==> src/rtl/muldiv_unit_if.sv <==
// Request/response bundle between the register-file read stage and the
// iterative RV32M multiply/divide unit.
interface muldiv_unit_if #(
    parameter int Width = 32
);
    logic             start;
    logic [2:0]       funct3;
    logic [Width-1:0] OpA;
    logic [Width-1:0] OpB;
    logic [4:0]       RdIn;
    logic             busy;
    logic             done;
    logic [Width-1:0] Result;
    logic [4:0]       RdOut;

    modport master (
        output start, funct3, OpA, OpB, RdIn,
        input  busy, done, Result, RdOut
    );

    modport slave (
        input  start, funct3, OpA, OpB, RdIn,
        output busy, done, Result, RdOut
    );
endinterface

==> src/rtl/muldiv_unit.sv <==
// Iterative RV32M multiply/divide unit: magnitude shift-add multiply and
// restoring divide over Width cycles, sign fix-up and special cases in FIX.
module muldiv_unit #(
    parameter int Width = 32
) (
    input  logic          clk,
    input  logic          rst_n,
    muldiv_unit_if.slave  bus
);
    localparam int CW = $clog2(Width + 1);
    localparam logic [1:0] IDLE = 2'd0;
    localparam logic [1:0] CALC = 2'd1;
    localparam logic [1:0] FIX  = 2'd2;
    localparam logic [1:0] DONE = 2'd3;
    localparam logic [CW-1:0]    CNT_LAST = CW'(Width - 1);
    localparam logic [CW-1:0]    CNT_ONE  = {{(CW-1){1'b0}}, 1'b1};
    localparam logic [Width-1:0] ZERO     = {Width{1'b0}};
    localparam logic [Width-1:0] ONES     = {Width{1'b1}};
    localparam logic [Width-1:0] ONE      = {{(Width-1){1'b0}}, 1'b1};
    localparam logic [Width-1:0] MIN_NEG  = {1'b1, {(Width-1){1'b0}}};

    logic [1:0]         state_r;
    logic [CW-1:0]      cnt_r;
    logic [2:0]         funct3_r;
    logic [4:0]         rd_r;
    logic               neg_a_r;
    logic               neg_b_r;
    logic [Width-1:0]   a_mag_r;
    logic [Width-1:0]   b_mag_r;
    logic [Width-1:0]   a_orig_r;
    logic [2*Width-1:0] prod_r;
    logic [Width:0]     rem_r;
    logic [Width-1:0]   quo_r;
    logic [Width-1:0]   result_r;
    logic [4:0]         rdout_r;
    logic               busy_r;
    logic               done_r;

    logic               neg_a_s;
    logic               neg_b_s;
    logic [Width-1:0]   a_mag_s;
    logic [Width-1:0]   b_mag_s;
    logic [Width:0]     add_s;
    logic [Width:0]     rem_sh_s;
    logic [Width+1:0]   trial_s;
    logic [2*Width-1:0] prod_fix_s;
    logic [Width-1:0]   quo_fix_s;
    logic [Width-1:0]   rem_fix_s;
    logic               div_zero_s;
    logic               ovf_s;
    logic [Width-1:0]   fix_res_s;

    // Operand signedness and magnitudes at capture; MUL is treated as unsigned (low word is identical)
    always_comb begin
        neg_a_s = 1'b0;
        neg_b_s = 1'b0;
        case (bus.funct3)
            3'b001, 3'b100, 3'b110: begin
                neg_a_s = bus.OpA[Width-1];
                neg_b_s = bus.OpB[Width-1];
            end
            3'b010:  neg_a_s = bus.OpA[Width-1];
            default: begin
                neg_a_s = 1'b0;
                neg_b_s = 1'b0;
            end
        endcase
        a_mag_s = neg_a_s ? -bus.OpA : bus.OpA;
        b_mag_s = neg_b_s ? -bus.OpB : bus.OpB;
    end

    // One shift-add multiply step and one restoring divide step per CALC cycle
    always_comb begin
        add_s    = {1'b0, prod_r[2*Width-1:Width]} + (prod_r[0] ? {1'b0, a_mag_r} : {(Width+1){1'b0}});
        rem_sh_s = {rem_r[Width-1:0], quo_r[Width-1]};
        trial_s  = {1'b0, rem_sh_s} - {2'b00, b_mag_r};
    end

    // Sign correction and special-case selection of the final result
    always_comb begin
        prod_fix_s = (neg_a_r ^ neg_b_r) ? -prod_r : prod_r;
        quo_fix_s  = (neg_a_r ^ neg_b_r) ? -quo_r : quo_r;
        rem_fix_s  = neg_a_r ? -rem_r[Width-1:0] : rem_r[Width-1:0];
        div_zero_s = (b_mag_r == ZERO);
        ovf_s      = neg_a_r & neg_b_r & (a_mag_r == MIN_NEG) & (b_mag_r == ONE);
        fix_res_s  = ZERO;
        case (funct3_r)
            3'b000:                 fix_res_s = prod_fix_s[Width-1:0];
            3'b001, 3'b010, 3'b011: fix_res_s = prod_fix_s[2*Width-1:Width];
            3'b100, 3'b101: begin
                if (div_zero_s) begin
                    fix_res_s = ONES;
                end else if (ovf_s) begin
                    fix_res_s = MIN_NEG;
                end else begin
                    fix_res_s = quo_fix_s;
                end
            end
            3'b110, 3'b111: begin
                if (div_zero_s) begin
                    fix_res_s = a_orig_r;
                end else if (ovf_s) begin
                    fix_res_s = ZERO;
                end else begin
                    fix_res_s = rem_fix_s;
                end
            end
            default: fix_res_s = ZERO;
        endcase
    end

    // Control FSM, datapath registers and registered outputs
    always_ff @(posedge clk or negedge rst_n) begin
        if (!rst_n) begin
            state_r  <= IDLE;
            cnt_r    <= {CW{1'b0}};
            funct3_r <= 3'b000;
            rd_r     <= 5'd0;
            neg_a_r  <= 1'b0;
            neg_b_r  <= 1'b0;
            a_mag_r  <= ZERO;
            b_mag_r  <= ZERO;
            a_orig_r <= ZERO;
            prod_r   <= {(2*Width){1'b0}};
            rem_r    <= {(Width+1){1'b0}};
            quo_r    <= ZERO;
            result_r <= ZERO;
            rdout_r  <= 5'd0;
            busy_r   <= 1'b0;
            done_r   <= 1'b0;
        end else begin
            case (state_r)
                IDLE: begin
                    done_r <= 1'b0;
                    if (bus.start) begin
                        funct3_r <= bus.funct3;
                        rd_r     <= bus.RdIn;
                        neg_a_r  <= neg_a_s;
                        neg_b_r  <= neg_b_s;
                        a_mag_r  <= a_mag_s;
                        b_mag_r  <= b_mag_s;
                        a_orig_r <= bus.OpA;
                        prod_r   <= {ZERO, b_mag_s};
                        quo_r    <= a_mag_s;
                        rem_r    <= {(Width+1){1'b0}};
                        cnt_r    <= {CW{1'b0}};
                        busy_r   <= 1'b1;
                        state_r  <= CALC;
                    end else begin
                        busy_r <= 1'b0;
                    end
                end
                CALC: begin
                    // Multiplier bits shift out of the low half as the partial sum shifts in
                    prod_r <= {add_s, prod_r[Width-1:1]};
                    quo_r  <= {quo_r[Width-2:0], ~trial_s[Width+1]};
                    rem_r  <= trial_s[Width+1] ? rem_sh_s : trial_s[Width:0];
                    cnt_r  <= cnt_r + CNT_ONE;
                    if (cnt_r == CNT_LAST) begin
                        state_r <= FIX;
                    end
                end
                FIX: begin
                    result_r <= fix_res_s;
                    rdout_r  <= rd_r;
                    done_r   <= 1'b1;
                    state_r  <= DONE;
                end
                DONE: begin
                    done_r  <= 1'b0;
                    busy_r  <= 1'b0;
                    state_r <= IDLE;
                end
                default: begin
                    done_r  <= 1'b0;
                    busy_r  <= 1'b0;
                    state_r <= IDLE;
                end
            endcase
        end
    end

    assign bus.busy   = busy_r;
    assign bus.done   = done_r;
    assign bus.Result = result_r;
    assign bus.RdOut  = rdout_r;
endmodule

==> src/flat_wrapper.sv <==
// flat-port wrapper written by rule: the top's interface ports become plain ports
module muldiv_unit_flat 
#(
    parameter int Width = 32
)
  (clk, rst_n, bus_start, bus_funct3, bus_OpA, bus_OpB, bus_RdIn, bus_busy, bus_done, bus_Result, bus_RdOut);
  muldiv_unit_if #(.Width(Width)) bus_i ();
  input  logic clk;
  input  logic rst_n;
  input wire logic [$bits(bus_i.start)-1:0] bus_start;
  input wire logic [$bits(bus_i.funct3)-1:0] bus_funct3;
  input wire logic [$bits(bus_i.OpA)-1:0] bus_OpA;
  input wire logic [$bits(bus_i.OpB)-1:0] bus_OpB;
  input wire logic [$bits(bus_i.RdIn)-1:0] bus_RdIn;
  output wire logic [$bits(bus_i.busy)-1:0] bus_busy;
  output wire logic [$bits(bus_i.done)-1:0] bus_done;
  output wire logic [$bits(bus_i.Result)-1:0] bus_Result;
  output wire logic [$bits(bus_i.RdOut)-1:0] bus_RdOut;
  assign bus_i.start = bus_start;
  assign bus_i.funct3 = bus_funct3;
  assign bus_i.OpA = bus_OpA;
  assign bus_i.OpB = bus_OpB;
  assign bus_i.RdIn = bus_RdIn;
  assign bus_busy = bus_i.busy;
  assign bus_done = bus_i.done;
  assign bus_Result = bus_i.Result;
  assign bus_RdOut = bus_i.RdOut;
  muldiv_unit #(.Width(Width)) u_core (.clk(clk), .rst_n(rst_n), .bus(bus_i));
endmodule
==> config.mk <==
export PLATFORM = sky130hd
export DESIGN_NAME = muldiv_unit_flat
export DESIGN_NICKNAME = d
export VERILOG_FILES = /design/src/rtl/muldiv_unit_if.sv /design/src/rtl/muldiv_unit.sv /design/src/flat_wrapper.sv
export SDC_FILE = /design/constraint.sdc
export NUM_CORES = 1
export LEC_CHECK = 0
export CAP_MARGIN = 10
export CORE_MARGIN = 10
export CORE_UTILIZATION = 50
export CTS_CLUSTER_SIZE = 40
export DETAILED_ROUTE_END_ITERATION = 12
export MAX_ROUTING_LAYER = met4
export PLACE_DENSITY = 0.65
export SLEW_MARGIN = 5
export SYNTH_ARGS = -nofsm -noshare
export SYNTH_HDL_FRONTEND = slang
export SYNTH_SLANG_ARGS = --single-unit
==> constraint.sdc <==
create_clock -name clk -period 8.3 [get_ports clk]
set_input_delay 1.66 -clock clk [delete_from_list [all_inputs] [get_ports clk]]
set_output_delay 1.66 -clock clk [all_outputs]
set_load 0.005 [all_outputs]
## Word level (Yosys, flattened, before mapping)

Index checks and enable logic that the tools add are counted.

| storage, ports and cells | value |
|---|---|
| output and inout bits | 39 |
| flip-flop bits (word level) | 281 |
| logic and storage cells | 91 |

| operators by class | value |
|---|---|
| reductions and logical operators | 15 |
| bitwise logic cells | 5 |
| eq/ne operators | 19 |
| mux-type cells | 28 |
| add/sub/neg operators | 8 |

Operators with widths:

| kind | count |
|---|---|
| two-way mux 32 bit | 12 |
| two-way mux 64 bit | 2 |
| negation 32 bit | 4 |
| case mux 32 bit (2 select lines) | 2 |
| case mux 32 bit (4 select lines) | 1 |
| case mux 64 bit (2 select lines) | 1 |
| negation 64 bit | 1 |
| subtractor 33 x 32 -> 34 bit | 1 |
| adder 32 x 33 -> 33 bit | 1 |
| == test 32 x 1 -> 1 bit, second input constant | 1 |
| == test 32 bit, second input constant | 1 |
| logical NOT 32 bit | 1 |
| == test 3 bit, second input constant | 6 |
| case mux 6 bit (2 select lines) | 1 |
| == test 3 x 2 -> 1 bit, second input constant | 3 |
| case mux 2 bit (4 select lines) | 1 |
| adder 6 x 1 -> 6 bit, second input constant | 1 |
| == test 3 x 1 -> 1 bit, second input constant | 2 |
| == test 6 x 5 -> 1 bit, second input constant | 1 |
| two-way mux 6 bit | 1 |
| AND reduction 2 bit | 3 |
| nonzero test 2 bit | 3 |
| OR reduction 2 bit | 3 |
| OR reduction 3 bit | 2 |
| 13 further kinds | 20 |

## Depth between registers and ports, before layout

| depth | value |
|---|---|
| depth after elaboration | 6 |
| mapped depth | 15 |
| gate-level depth less buffers | 13 |

## Worst setup path after synthesis

No wires, ideal clock.

| path | value |
|---|---|
| path kind | input -> register |
| start point | input port bus_OpA[6] |
| end point | register u_core.quo_r[26] |
| library setup time | 0.143 ns |
| setup slack | 4.255 ns |
| stages | 8 |
| arrival | 3.902 ns |
| path through | or4_1 > or3_1 > nand2b_1 > nor4_1 > nand2_1 > o41ai_1 > xor2_1 > a21oi_1 |

| on the way | value |
|---|---|
| word-level cells in the longest chain between the ends | 4 |

Ends and longest elaborated chain:

| item | line | RTL |
|---|---|---|
| start, declared | flat_wrapper.sv:12 | `input wire logic [$bits(bus_i.OpA)-1:0] bus_OpA;` |
| negation 32 bit | muldiv_unit.sv:68 | `a_mag_s = neg_a_s ? -bus.OpA : bus.OpA;` |
| two-way mux 32 bit | muldiv_unit.sv:68 |  |
| two-way mux 32 bit | muldiv_unit.sv:135 | `if (bus.start) begin` |
| case mux 32 bit (2 select lines) | muldiv_unit.sv:132 | `case (state_r)` |
| end signal, assigned | muldiv_unit.sv:144 | `quo_r <= a_mag_s;` |
| end signal, assigned | muldiv_unit.sv:156 | `quo_r <= {quo_r[Width-2:0], ~trial_s[Width+1]};` |
| end, declared | muldiv_unit.sv:33 | `logic [Width-1:0] quo_r;` |

No other way between the ends. The select of a mux whose other input is x is not followed.
A chain may end at the register's enable or synchronous reset.

## Final worst setup path

| path | value |
|---|---|
| start point | input port bus_OpA[4] |
| end point | register u_core.a_mag_r[27] |

| on the way | value |
|---|---|
| word-level cells in the longest chain between the ends | 2 |

Ends and longest elaborated chain:

| item | line | RTL |
|---|---|---|
| negation 32 bit | muldiv_unit.sv:68 |  |
| two-way mux 32 bit | muldiv_unit.sv:68 |  |
| end signal, assigned | muldiv_unit.sv:140 | `a_mag_r <= a_mag_s;` |
| end, declared | muldiv_unit.sv:28 | `logic [Width-1:0] a_mag_r;` |

No other way between the ends.

==> flow_summary.toml <==
[status]
status = "finished clean"

[clock_network]
cts.sinks = 280
postCtsHoldBufs = 0
cts_buffers = 35
cts_setup_buffers = 0
clock_path_buffers = 3
root_buffer = "clkbuf_16"
cts_tree = "yes"
clk_transition_reported_paths_ns = 0.06
post_cts_resized = 0
insertion_delay_ns = 0.55
htreeDepth = 2

[die]
die_w_um = 219
rows = 72
dieArea_um2 = 48000
core_um2 = 38900
die_h_um = 219
io_pins = 114
start_util_pct = 50.9

[logic_synthesis]
syn_nets = 2482
ys_top_cells_by_count = "280 x dfrtp_1, 234 x o21ai_0, 213 x nand2_1"
synth_most_common_cell = "dfrtp_1"
synthTopCellsByArea = "dfrtp_1 35%, o21ai_0 5.9%, xor2_1 5.7%"
synthFlopType = "dfrtp_1"
synth-seq-cells = 280
seq_area_frac_synth_pct = 35.3
ys.warnings.count = 0
yosysTopAreaCell = "dfrtp_1"
synth_edf_count = 0
synthDistinctLibCells = 75
async_flop_share_pct = 100
yosysTopAreaCellShare_pct = 35.3
avgSynthCellArea_um2 = 8.51
synth_area_um2 = 19800
syn-instance-count = 2329

[route]
drc = 0
wl_per_cell_um = 22.8
antenna_left = 0
drt_iter0_markers = 1774
vias = 18000
viasPerCell = 6.19
drt-pass1-iter-count = 5
wl_um = 66500

[sta]
fmax_mhz = 216
drv_slew = 0
min_period_over_period_pct = 55.8
hold_violations = 0
min_period_ns = 4.63
finalSetupViolCount = 0
fin_hold_ws_ns = 0.473
rsz0062_at_grt = "false"
fin_skew_ns = 0.0153
timing.setup.tns_ns = 0
slew_headroom_pct = 30.1
worst_pin_slew_ns = 1.05

[pwr]
peakVddDrop_uv = 296
p_per_area_nw_per_um2 = 455
power.total_uw = 10200
p_leak_uw = 0.00955

[setup_path]
critPathSlowestCell = "nor4_1"
critPathCaptureType = "flip-flop"
cp_top_family = "simple AND/OR/NAND/NOR gates"
worstPathMaxFanout = 5
arrival_ns = 5.02
criticalPathCategory = "input port to flip-flop"
path_depth = 9
crit_required_ns = 8.69
critPathMaxStageDelay_ns = 0.78
rrSetupSlack_ns = 3.91
path_buf_inv = 2
rr_worst_depth = 8
worstSetupStartpointType = "input port"
crit_chain = "clkdlybuf4s50_1 -> or4_1 -> nor3_1 -> nand4b_1 -> nor4_1 -> inv_1 -> o21ai_0 -> xor2_1 -> o21ai_0"
timing.critical_path.mode_cell = "o21ai_0"

[global_route]
grt_max_degree = 109
grt_pass1_wl_um = 103000
overflow = 0
grt_pass1_vias = 17300
antenna_found_initial = 1
grt_util_all_layers_pct = 28.2

[finish]
syn2layout_area_growth_pct = 13.7
instances_no_fill = 2911
drive_gt1_share_pct = 7.32
nets = 2522

[placement]
place_inst = 2850
io_buffer_count = 113
place_congestion = 0.953
dp_hpwl_um = 49800

[worst_hold_path]
holdCritPathClass = "flip-flop to flip-flop"
min_path_cells = 1

[run]
cap_violations = 0
[metal layers]
layer / up-vias / GRT usage (%) / share of wire, %
met5: - / - / 0
met4: 0 / 8.83 / 3.3
met3: 121 / 3.41 / 6.0
met2: 628 / 44.4 / 46
met1: 8773 / 37.3 / 44
li1: 8510 / - / -
[final timing paths]
kind                                       from                     to
max                                  bus_OpA[4]     u_core.a_mag_r[27]
min                        u_core.bus.Result[4]   u_core.bus.Result[4]
min in group asynchronous                 rst_n        u_core.bus.done
min reg2reg                u_core.bus.Result[4]   u_core.bus.Result[4]
max in group asynchronous                 rst_n       u_core.prod_r[4]
max reg2reg                   u_core.prod_r[14]  u_core.bus.Result[25]
[where the power goes]
part	total, uW	internal (uW)	switching [uW]
sequential	2810	2010	802
combinational	5810	2330	3490
clock	1620	986	634
total	10200	5320	4920
[logic make-up (layout without fill, tap and decap cells)]
group           Yosys count  count (layout)  share of synthesized area, %
flops                   280             280                          35.3
fa+ha+maj                78              78                          5.00
compound gates          755             755                          24.0
xor+xnor                231             231                          10.2
other cells               0               1                             0
simple gates            687             687                          16.6
mux                      88              88                          4.75
buf+inv                 210             273                          4.09
[state kept, by name, indices dropped and copies added, names as in the netlist]
register,flops
u_core.b_mag_r,32
u_core.prod_r,64
u_core.funct3_r,3
u_core.neg_b_r,1
u_core.rem_r,32
u_core.rd_r,5
u_core.cnt_r,6
u_core.bus.done,1
u_core.bus.busy,1
u_core.bus.Result,32
u_core.quo_r,32
u_core.state_r,2
u_core.a_mag_r,31
u_core.bus.RdOut,5
u_core.a_orig_r,32
u_core.neg_a_r,1
[placed cells by master (no fill, tap or decap), drive strengths merged, types with 9 or more instances in the layout]
cell type,count
mux2,49
and3,10
o21a,16
ha,76
clkbuf,46
nor4,34
clkinv,10
xor2,129
clkdlybuf4s50,112
a22oi,10
o22ai,16
xnor2,102
nand3,32
dfrtp,280
o21ai,238
o31ai,56
or2,9
nor3,38
a211oi,14
a21oi,189
mux2i,39
a31oi,22
o211ai,15
inv,69
or3,27
nand2b,21
and2,40
nor2,201
o21bai,10
o41ai,29
a21o,57
or4,27
nand2,213
buf,31
nand4,12
[area by class of cell]
type | instances | area (um2)
fillers | 3623 | 16400
multi-input cells | 1839 | 12100
flip-flops and latches | 280 | 7010
repair buffers | 143 | 1360
clock buffers | 46 | 1020
well taps | 518 | 648
inverters | 70 | 264
clock inverters | 14 | 173
diodes | 1 | 2.50
[metrics by stage]
stage	worst slack [ns]	area, um2	util [%]
2_1_floorplan	4.26	19800	-
3_3_place_gp	3.19	21300	54.9
3_5_place_dp	3.12	21300	54.9
4_1_cts	3.70	22500	57.9
5_1_grt	3.52	22500	57.9
6_report	3.67	22500	57.9
No activity file was read; power rests on OpenSTA's default activity.
